[src/rtl/mema_loader_pkg.sv]
// +----------------------------------------------------------------------+
// | mema_loader_pkg : shared state encoding and sizing helper            |
// | Revision: 1.0                                                        |
// +----------------------------------------------------------------------+
`default_nettype none

package mema_loader_pkg;

  typedef enum logic [2:0] {
    IDLE  = 3'd0,
    LOAD  = 3'd1,
    WRITE = 3'd2,
    FEED  = 3'd3,
    DONE  = 3'd4
  } mema_ld_state_t;

  // Counter width that stays at least one bit for single-value ranges.
  function automatic int cnt_w(input int n);
    return (n > 1) ? $clog2(n) : 1;
  endfunction

endpackage

`default_nettype wire

[src/rtl/mema_row_asm.sv]
// +----------------------------------------------------------------------+
// | mema_row_asm : assembles WPR stream words into one DIM-element row   |
// | Revision: 1.0                                                        |
// +----------------------------------------------------------------------+
`default_nettype none

module mema_row_asm
  import mema_loader_pkg::*;
#(
  parameter int BITS_AB = 8,
  parameter int DIM     = 8,
  parameter int WORD_W  = 64
) (
  input  logic                             clk,
  input  logic                             rst_n,
  input  logic                             clr,
  input  logic                             wr,
  input  logic [WORD_W-1:0]                data,
  output logic                             last_word,
  output logic [DIM-1:0][BITS_AB-1:0]      row
);

  localparam int EPW = WORD_W / BITS_AB;
  localparam int WPR = DIM / EPW;
  localparam int WCW = cnt_w(WPR);

  logic [WCW-1:0]                word_cnt_q, word_cnt_d;
  logic [DIM-1:0][BITS_AB-1:0]   row_q, row_d;

  assign last_word = (word_cnt_q == WCW'(WPR - 1));
  assign row       = row_q;

  always_comb begin
    word_cnt_d = word_cnt_q;
    row_d      = row_q;
    if (clr) begin
      word_cnt_d = '0;
    end else if (wr) begin
      word_cnt_d = last_word ? '0 : word_cnt_q + WCW'(1);
      // Constant-index slices keep the write a plain mux per element.
      for (int w = 0; w < WPR; w++) begin
        if (word_cnt_q == WCW'(w)) begin
          for (int k = 0; k < EPW; k++) begin
            row_d[w*EPW + k] = data[k*BITS_AB +: BITS_AB];
          end
        end
      end
    end
  end

  always_ff @(posedge clk or negedge rst_n) begin
    if (!rst_n) begin
      word_cnt_q <= '0;
      row_q      <= '0;
    end else begin
      word_cnt_q <= word_cnt_d;
      row_q      <= row_d;
    end
  end

endmodule

`default_nettype wire

[src/rtl/mema_loader.sv]
// +----------------------------------------------------------------------+
// | mema_loader : stream-to-memA row loader and feed sequencer           |
// | Optional error detection: MEMA_LOADER_ERR_EN. Revision: 1.0          |
// +----------------------------------------------------------------------+
`default_nettype none

module mema_loader
  import mema_loader_pkg::*;
#(
  parameter int BITS_AB = 8,
  parameter int DIM     = 8,
  parameter int WORD_W  = 64
) (
  input  logic                                clk,
  input  logic                                rst_n,
  input  logic                                start,
  input  logic                                in_valid,
  output logic                                in_ready,
  input  logic [WORD_W-1:0]                   in_data,
  input  logic                                stall,
  output logic [DIM-1:0][BITS_AB-1:0]         Ain,
  output logic [cnt_w(DIM)-1:0]               Arow,
  output logic                                WrEn,
  output logic                                en,
  output logic                                busy,
  output logic                                done,
  output logic                                err
);

  localparam int FEED_LEN = 3*DIM - 2;
  localparam int RCW      = cnt_w(DIM);
  localparam int FCW      = cnt_w(FEED_LEN);

  mema_ld_state_t   state_q, state_d;
  logic [RCW-1:0]   row_cnt_q, row_cnt_d;
  logic [FCW-1:0]   feed_cnt_q, feed_cnt_d;
  logic             accept;
  logic             last_word;
  logic             clr;

  assign in_ready = (state_q == LOAD);
  assign accept   = in_valid & in_ready;
  assign clr      = (state_q == IDLE) & start;
  assign WrEn     = (state_q == WRITE);
  assign busy     = (state_q != IDLE);
  assign done     = (state_q == DONE);
  assign en       = (state_q == FEED) & ~stall;
  assign Arow     = row_cnt_q;

  mema_row_asm #(
    .BITS_AB (BITS_AB),
    .DIM     (DIM),
    .WORD_W  (WORD_W)
  ) u_row_asm (
    .clk       (clk),
    .rst_n     (rst_n),
    .clr       (clr),
    .wr        (accept),
    .data      (in_data),
    .last_word (last_word),
    .row       (Ain)
  );

  always_comb begin
    state_d    = state_q;
    row_cnt_d  = row_cnt_q;
    feed_cnt_d = feed_cnt_q;
    case (state_q)
      IDLE: begin
        if (start) begin
          row_cnt_d  = '0;
          feed_cnt_d = '0;
          state_d    = LOAD;
        end
      end
      LOAD: begin
        if (accept && last_word) state_d = WRITE;
      end
      WRITE: begin
        if (row_cnt_q == RCW'(DIM - 1)) begin
          state_d = FEED;
        end else begin
          row_cnt_d = row_cnt_q + RCW'(1);
          state_d   = LOAD;
        end
      end
      FEED: begin
        // Only unstalled cycles advance the drain.
        if (en) begin
          if (feed_cnt_q == FCW'(FEED_LEN - 1)) state_d = DONE;
          else feed_cnt_d = feed_cnt_q + FCW'(1);
        end
      end
      DONE:    state_d = IDLE;
      default: state_d = IDLE;
    endcase
  end

  always_ff @(posedge clk or negedge rst_n) begin
    if (!rst_n) begin
      state_q    <= IDLE;
      row_cnt_q  <= '0;
      feed_cnt_q <= '0;
    end else begin
      state_q    <= state_d;
      row_cnt_q  <= row_cnt_d;
      feed_cnt_q <= feed_cnt_d;
    end
  end

`ifdef MEMA_LOADER_ERR_EN
  logic err_q, err_d;

  always_comb begin
    err_d = err_q | (start & busy) | (in_valid & (state_q != LOAD));
  end

  always_ff @(posedge clk or negedge rst_n) begin
    if (!rst_n) err_q <= 1'b0;
    else        err_q <= err_d;
  end

  assign err = err_q;
`else
  assign err = 1'b0;
`endif

endmodule

`default_nettype wire

[config.mk]
export PLATFORM = sky130hd
export DESIGN_NAME = mema_loader
export DESIGN_NICKNAME = d
export VERILOG_FILES = /design/src/rtl/mema_loader_pkg.sv /design/src/rtl/mema_row_asm.sv /design/src/rtl/mema_loader.sv
export SDC_FILE = /design/constraint.sdc
export NUM_CORES = 1
export LEC_CHECK = 0
export ABC_CLOCK_PERIOD_IN_PS = 2000
export CORE_MARGIN = 2
export CORE_UTILIZATION = 42
export DETAILED_ROUTE_END_ITERATION = 12
export PLACE_DENSITY_LB_ADDON = 0.05
export SLEW_MARGIN = 15
export SYNTH_ARGS = -nofsm -noshare
export SYNTH_HDL_FRONTEND = slang
export SYNTH_SLANG_ARGS = --single-unit
[constraint.sdc]
create_clock -name clk -period 2 [get_ports clk]
set_input_delay 0.3 -clock clk [delete_from_list [all_inputs] [get_ports clk]]
set_output_delay 0.3 -clock clk [all_outputs]
set_load 0.05 [all_outputs]
# ---- Word level (Yosys, flattened, before mapping)
# Index checks and enable logic that the tools add are counted.
dict set report word_totals {
  reg_bits 76
  in_bits 69
  out_inout_bits 73
  word_cells 59
}
dict set report classes {
  n_addsub 3
  n_eq_ne 12
  mux 16
  n_bitwise 6
  n_reduce_logical 10
}
# cell n
set op_table {}
lappend op_table {{2-to-1 mux 3 bit} 6}
lappend op_table {{2-to-1 mux 5 bit} 3}
lappend op_table {{case mux 3 bit (4 select lines)} 1}
lappend op_table {{case mux 5 bit (2 select lines)} 1}
lappend op_table {{!= test 2 bit, second input constant} 4}
lappend op_table {{AND reduction 4 bit} 2}
lappend op_table {{equality test 3 x 2 -> 1 bit, second input constant} 2}
lappend op_table {{equality test 3 bit, second input constant} 2}
lappend op_table {{case mux 3 bit (2 select lines)} 1}
lappend op_table {{AND reduction 3 bit} 2}
lappend op_table {{nonzero test 2 bit} 3}
lappend op_table {{adder 5 x 1 -> 5 bit, second input constant} 1}
lappend op_table {{equality test 5 bit, second input constant} 1}
lappend op_table {{!= test 2 x 1 -> 1 bit, second input constant} 2}
lappend op_table {{adder 3 x 1 -> 3 bit, second input constant} 1}
lappend op_table {{bitwise AND 1 bit} 3}
lappend op_table {{equality test 3 x 1 -> 1 bit, second input constant} 1}
lappend op_table {{zero test 3 bit} 1}
lappend op_table {{2-to-1 mux 1 bit} 3}
lappend op_table {{inverter 1 bit} 3}
lappend op_table {{nonzero test 3 bit} 1}
lappend op_table {{2-to-1 mux 2 bit} 1}
lappend op_table {{adder 1 bit, second input constant} 1}
lappend op_table {{logical AND 1 bit} 1}

# ---- Longest topological paths before layout
# Gate-level depths: netlist of the first run.
dict set report depth {
  word_depth 5
  mapped_depth 6
  depth_no_buf 6
}

# ---- By module
# Synthesis of the first run repeated with hierarchy kept, for this count alone.
dict set report unflattened {
  cells_unflattened 206
  hier_area_um2 3404.5
}
# mod instances cells_each area_per_inst_um2 seq_area_each_um2
set by_module_without_submodules {}
lappend by_module_without_submodules {mema_row_asm 1 138 2712.6 1601.5}
lappend by_module_without_submodules {mema_loader 1 68 691.9 275.3}

# ---- Worst setup path after synthesis of the first run
# Ideal clock, no wire load.
dict set report synth_timing {
  path_type {flip-flop to output port}
  startpoint {reg state_q[1]}
  endpoint {out done}
  t_arrival_ns 1.769
  required_time_ns 1.700
  slack_ns -0.069
  stages_incl_launch_ff 4
  n_path_buf 2
  cell_sequence {dfrtp_1 > buf_6 > clkbuf_1 > nor3_1}
}
dict set report synth_via {
  elab_chain_len 1
}
# item line_no
set synth_rtl {}
lappend synth_rtl {{start: declaration} mema_loader.sv:34} ;# mema_ld_state_t state_q, state_d;
lappend synth_rtl {{start signal: assignment} mema_loader.sv:105} ;# state_q <= state_d;
lappend synth_rtl {{equality test 3 bit} mema_loader.sv:46} ;# assign done = (state_q == DONE);
lappend synth_rtl {{end: declaration} mema_loader.sv:26} ;# output logic done,
# Every way passes these cells.

# ---- Worst setup path in the final report of the first run
dict set report layout_timing {
  startpoint {reg row_cnt_q[0] (netlist: Arow[0])}
  endpoint {out Arow[0]}
}
# item line_no
set layout_rtl {}
lappend layout_rtl {{start: declaration} mema_loader.sv:35} ;# logic [RCW-1:0] row_cnt_q, row_cnt_d;
lappend layout_rtl {{start signal: assignment} mema_loader.sv:106} ;# row_cnt_q <= row_cnt_d;
lappend layout_rtl {{end: declaration} mema_loader.sv:22} ;# output logic [cnt_w(DIM)-1:0] Arow,
# No word-level cell between the ends.

==> flow_summary.yaml, run 1 <==
power:
  power_switching_share: 0.466
  p_int_uw: 5190
  seqPwrFrac: 0.276
  peakVddDrop_mv: 1.09
  power_leakage_uw: 0.00206
  switching_power_uw: 4530
  combPwrFrac: 0.595
  clock_power_share: 0.129
  p_per_area_nw_per_um2: 1970
clock_tree:
  cts_tree: "done"
  cts_buffers: 9
  cts_buffer_depth: 2
  ctsRootBufferMaster: "clkbuf_8"
  clk_pin_slew_worst_paths_ns: 0.08
  cts-htree-levels: 3
  clock-sinks: 75
  clk_latency_ns: 0.33
floorplan:
  design.die.area_um2: 8190
  std_cell_rows: 31
  io_pins: 142
  core_um2: 7250
  fp.dieW_um: 90.5
  die_h_um: 90.5
  start_util: 0.433
global_route:
  grt_max_degree: 76
  grt_pass1_wl_um: 11300
  antenna_found_initial: 0
  track_usage: 0.173
  overflow: 0
  grt_pass1_vias: 2279
hold_path:
  hp-class: "reg -> reg"
logic_synthesis:
  yosys.area_share.simple: 0.0633
  yosysWarnings: 0
  synthArstFlopShare: 1.00
  synth_top_family_by_area: "multiplexers"
  synth_cell_types: 39
  synth_top_area_share: 0.597
  avgSynthCellArea_um2: 14.8
  ys_ff_latch: 75
  synth_area_leaders: "dfrtp_1, mux2_1, mux2_2, buf_6, ha_1"
  synth_edf_count: 0
  synth_top_area_cell: "dfrtp_1"
  synth_area_um2: 3140
  synthCells: 212
  ys.flop_type: "dfrtp_1"
  yosys.area_share.xor_xnor: 0
  synth.area.mux_share: 0.233
  synth_nets: 285
  synthAdderAreaFrac: 0.0159
  seq_area_frac_synth: 0.597
  synth_compound_area_frac: 0.0486
finish:
  nNetsFinal: 433
  final_common_cell: "clkdlybuf4s50_1"
  diodes: 0
  final_cell_mix: "clkdlybuf4s50_1, dfrtp_1, mux2_1"
  syn_to_final_growth_pct: 56.8
  final_area_um2: 4930
  multi_input_area_um2: 1140
  fillers: 556
  final_cell_count_no_fill: 463
  drive_gt1_frac: 0.148
  final-seq-area_um2: 1880
  fin_util: 0.679
route:
  route.detailed.drc: 0
  first_iter_violations: 76
  wl_per_cell_um: 14.8
  wirelength_met1_um: 3200
  top_layer_used: "met4"
  drtPass1Iterations: 4
  dr_wl_met3_um: 543
  wirelength_um: 6830
  viasPerCell: 4.78
  wl_met2_um: 3020
  vias: 2214
  ant_nets: 0
sta:
  clock_skew_ns: 0.0139
  setup_tns_ns: 0
  worst_pin_slew_ns: 0.545
  maxSlewViolCount: 0
  fin_hold_ws_ns: 0.480
  fin_crit_sh: 0.937
  rsz0062_at_grt: "false"
  max_slew_margin: 0.635
  setup-violations-final: 0
  final-hold-violation-count: 0
  min_period_ns: 1.87
  fmax_ghz: 0.534
placed_design:
  dp_cells: 447
  place.gp.congestion: 0.750
  dpl.hpwl_um: 4930
  port_buffers: 140
  place_area_um2: 4700
critical_path:
  cpMaxStageDelayCell: "clkdlybuf4s50_1"
  critPathBufInv: 1
  cp_max_fo: 5
  crit_path_start_kind: "flip-flop"
  crit_arrival_ns: 1.57
  cp.required_ns: 1.70
  cp-end-kind: "output port"
  crit_type: "reg -> out"
  crit_family: "buffers and inverters"
  critPathMaxStageDelay_ns: 0.83
  crit_chain: "clkdlybuf4s50_1"
job:
  maxCapViolCount: 0
outcome:
  outcome: "finished, final reports clean"
state kept, by name (all words and copies together), names as in the netlist:
register and flops:
state_q 3, Arow 3, u_row_asm.row 64, feed_cnt_q 5
cells in the mapped netlist, types with 2 or more instances:
| library cell | n |
|---|---|
| a22o_1 | 5 |
| nand2_1 | 4 |
| ha_1 | 4 |
| nor3b_1 | 2 |
| inv_1 | 3 |
| and2_1 | 3 |
| a31oi_1 | 2 |
| nand3_1 | 3 |
| mux2_1 | 49 |
| a21oi_1 | 2 |
| dfrtp_1 | 75 |
| mux2_2 | 15 |
| nor3_1 | 5 |
| nand3b_1 | 2 |
| buf_6 | 7 |
| nor2_1 | 7 |
| buf_4 | 2 |
layer usage:
metal / global-route usage / vias to the layer above
li1: - / 1052
met4: 0.0718 / 0
met1: 0.233 / 1060
met5: 0 / -
met2: 0.256 / 96
met3: 0.0584 / 6
cell type report:
type	count	area share
tap	99	0.0251
sequential	75	0.381
timing repair buffer	149	0.315
clock buffer	10	0.0279
inverter	3	0.00229
clock inverter	5	0.0157
multi-input combinational	122	0.232
stage by stage:
step / setup WS (ns) / power, uW
floorplan: 0.0452 / 6540
global placement: 0.254 / 8460
detailed placement: 0.235 / 8530
CTS: 0.0759 / 9820
global route: 0.0406 / 10200
finish: 0.126 / 9720
timing repair:
item | CTS | global route
endpoints found under the hold margin | 10 | 0
cloned | 0 | 0
resized for setup | 1 | 1
hold buffers | 1 | 0
buffers inserted | 0 | 0
endpoints found under the setup margin | 1 | 1
kinds of logic (layout without fill, tap and decap cells):
logic type                 count (synthesis)  count (layout)
DFF                                       75              75
adders and majority gates                  4               4
AOI/OAI and AO/OA                         19              19
buffers and inverters                     15             167
muxes                                     65              65
other                                      1               1
and+or+nand+nor                           33              33
power groups by stage:
stage	Combinational, uW	Sequential (uW)	Clock, uW
finish	5780	2680	1250
global route	6040	2790	1360
CTS	5830	2690	1300
global placement	5780	2680	0
detailed placement	5820	2710	0
floorplan	1430	5110	0
worst paths after layout:
check	endpoint	slack, ns	start	depth (start not counted)
worst max register to register	u_row_asm.row[38]$_DFFE_PN0P_	0.30	state_q[1]$_DFFE_PN0P_	4
worst min register to register	feed_cnt_q[4]$_DFFE_PN0P_	0.48	feed_cnt_q[4]$_DFFE_PN0P_	1
worst min-delay path	feed_cnt_q[4]$_DFFE_PN0P_	0.48	feed_cnt_q[4]$_DFFE_PN0P_	1
worst max-delay path	Arow[0]	0.13	Arow[0]$_DFFE_PN0P_	1
max in group asynchronous	state_q[1]$_DFFE_PN0P_	1.14	rst_n	3
min in group asynchronous	u_row_asm.row[53]$_DFFE_PN0P_	0.51	rst_n	3
Power figures use the tool's default switching activity.
==> run 2: changes to the inputs <==
--- a/config.mk
+++ b/config.mk
@@ -5,9 +5,9 @@
 export SDC_FILE = /design/constraint.sdc
 export NUM_CORES = 1
 export LEC_CHECK = 0
-export ABC_CLOCK_PERIOD_IN_PS = 2000
+export ABC_CLOCK_PERIOD_IN_PS = 1700
 export CORE_MARGIN = 2
-export CORE_UTILIZATION = 42
+export CORE_UTILIZATION = 37
 export DETAILED_ROUTE_END_ITERATION = 12
 export PLACE_DENSITY_LB_ADDON = 0.05
 export SLEW_MARGIN = 15
==> constraint.sdc (replaced) <==
create_clock -name clk -period 1.7 [get_ports clk]
set_input_delay 0.255 -clock clk [delete_from_list [all_inputs] [get_ports clk]]
set_output_delay 0.255 -clock clk [all_outputs]
set_load 0.05 [all_outputs]
==> flow_summary.yaml, run 2 (synthesized netlist as in run 1, its figures left out) <==
floorplan:
  fp.dieW_um: 96.1
  die_h_um: 96.1
  core_um2: 8220
  design.die.area_um2: 9240
  std_cell_rows: 33
  io_pins: 142
  start_util: 0.382
critical_path:
  crit_type: "reg -> out"
  cp-end-kind: "output port"
  crit_family: "flip-flops"
  cpMaxStageDelayCell: "dfrtp_1"
  cp_max_fo: 6
  crit_path_start_kind: "flip-flop"
  critPathMaxStageDelay_ns: 0.42
  crit_arrival_ns: 1.42
  cp.required_ns: 1.44
  crit_chain: "buf_6 -> nand3b_1 -> nor2_2 -> buf_12"
  critPathBufInv: 2
route:
  route.detailed.drc: 0
  wirelength_um: 7530
  wl_per_cell_um: 15.5
  vias: 2309
  viasPerCell: 4.75
  first_iter_violations: 25
  drtPass1Iterations: 4
  ant_nets: 0
power:
  power_leakage_uw: 0.00221
  peakVddDrop_mv: 1.16
  p_per_area_nw_per_um2: 2330
  power.total_uw: 11400
global_route:
  antenna_found_initial: 0
  overflow: 0
  grt_pass1_wl_um: 11400
  grt_max_degree: 29
  grt_pass1_vias: 2266
  track_usage: 0.163
sta:
  setup_tns_ns: 0
  maxSlewViolCount: 0
  rsz0062_at_grt: "true"
  min_period_ns: 1.67
  setup-violations-final: 0
  fin_crit_sh: 0.985
  layout_setup_ws_ns: 0.0263
  fmax_ghz: 0.597
  clock_skew_ns: 0.00683
  final-hold-violation-count: 0
placed_design:
  dp_worst_setup_slack_ns: -0.0275
  place_area_um2: 4600
  port_buffers: 140
  place.gp.congestion: 0.755
  dpl.hpwl_um: 5630
  dp_cells: 463
finish:
  largest_reg_flops: 64
  final_cell_count_no_fill: 486
  syn_to_final_growth_pct: 56.3
  nNetsFinal: 449
  fillers: 685
  diodes: 0
  final_common_cell: "buf_4"
  final_area_um2: 4910
  drive_gt1_frac: 0.370
  final_cell_mix: "buf_4, dfrtp_1, clkdlybuf4s50_1"
clock_tree:
  cts_buffers: 9
  cts-htree-levels: 3
  cts_buffer_depth: 2
  clk_latency_ns: 0.34
  ctsRootBufferMaster: "clkbuf_8"
  cts_tree: "done"
  clk_pin_slew_worst_paths_ns: 0.08
  clock-sinks: 75
job:
  maxCapViolCount: 0
hold_path:
  hp-class: "in -> async"
outcome:
  outcome: "finished, final reports clean"
## run 2: worst paths after layout
| path | from | endpoint | slack [ns] | depth (start not counted) |
|---|---|---|---|---|
| worst max-delay path | state_q[2]$_DFFE_PN0P_ | en | 0.03 | 4 |
| worst min-delay path | rst_n | u_row_asm.row[38]$_DFFE_PN0P_ | 0.37 | 2 |
| worst max register to register | state_q[1]$_DFFE_PN0P_ | u_row_asm.row[37]$_DFFE_PN0P_ | 0.08 | 4 |
| worst min register to register | u_row_asm.row[55]$_DFFE_PN0P_ | u_row_asm.row[55]$_DFFE_PN0P_ | 0.49 | 1 |
| max in group asynchronous | rst_n | u_row_asm.row[50]$_DFFE_PN0P_ | 0.80 | 3 |
| min in group clk | u_row_asm.row[55]$_DFFE_PN0P_ | u_row_asm.row[55]$_DFFE_PN0P_ | 0.49 | 1 |
## run 2: report_power, final
part | switching [uW] | internal, uW
clock | 655 | 866
combinational | 4300 | 2430
sequential | 502 | 2680
## run 2: layer usage
layer | share of wire | GRT usage | vias up
met1 | 0.42 | 0.209 | 1126
li1 | - | - | 1080
met3 | 0.089 | 0.0415 | 9
met5 | 0 | 0 | -
met4 | 0.012 | 0.0571 | 0
met2 | 0.48 | 0.267 | 94
## run 2: cell type report
| class | instances | area, um2 | area share |
|---|---|---|---|
| Clock buffer | 10 | 138 | 0.0280 |
| Clock inverter | 6 | 88.8 | 0.0181 |
| Inverter | 3 | 11.3 | 0.00229 |
| Sequential cell | 75 | 1880 | 0.383 |
| Tap cell | 105 | 131 | 0.0268 |
| Timing Repair Buffer | 165 | 1500 | 0.306 |
| Multi-Input combinational cell | 122 | 1160 | 0.236 |
## run 2: timing repair
item,in CTS,in global routing
setup buffers,0,6
pin swaps,0,1
hold buffers,1,0
endpoints found under the hold margin,25,0
setup endpoints to repair,2,5
resized for setup,3,5
## run 2: through the flow
stage,util,hold WS (ns)
finish,0.598,0.366
global route,0.598,0.405
floorplan,-,-0.0406
CTS,0.590,0.375
global placement,0.560,0.208
detailed placement,0.560,0.208
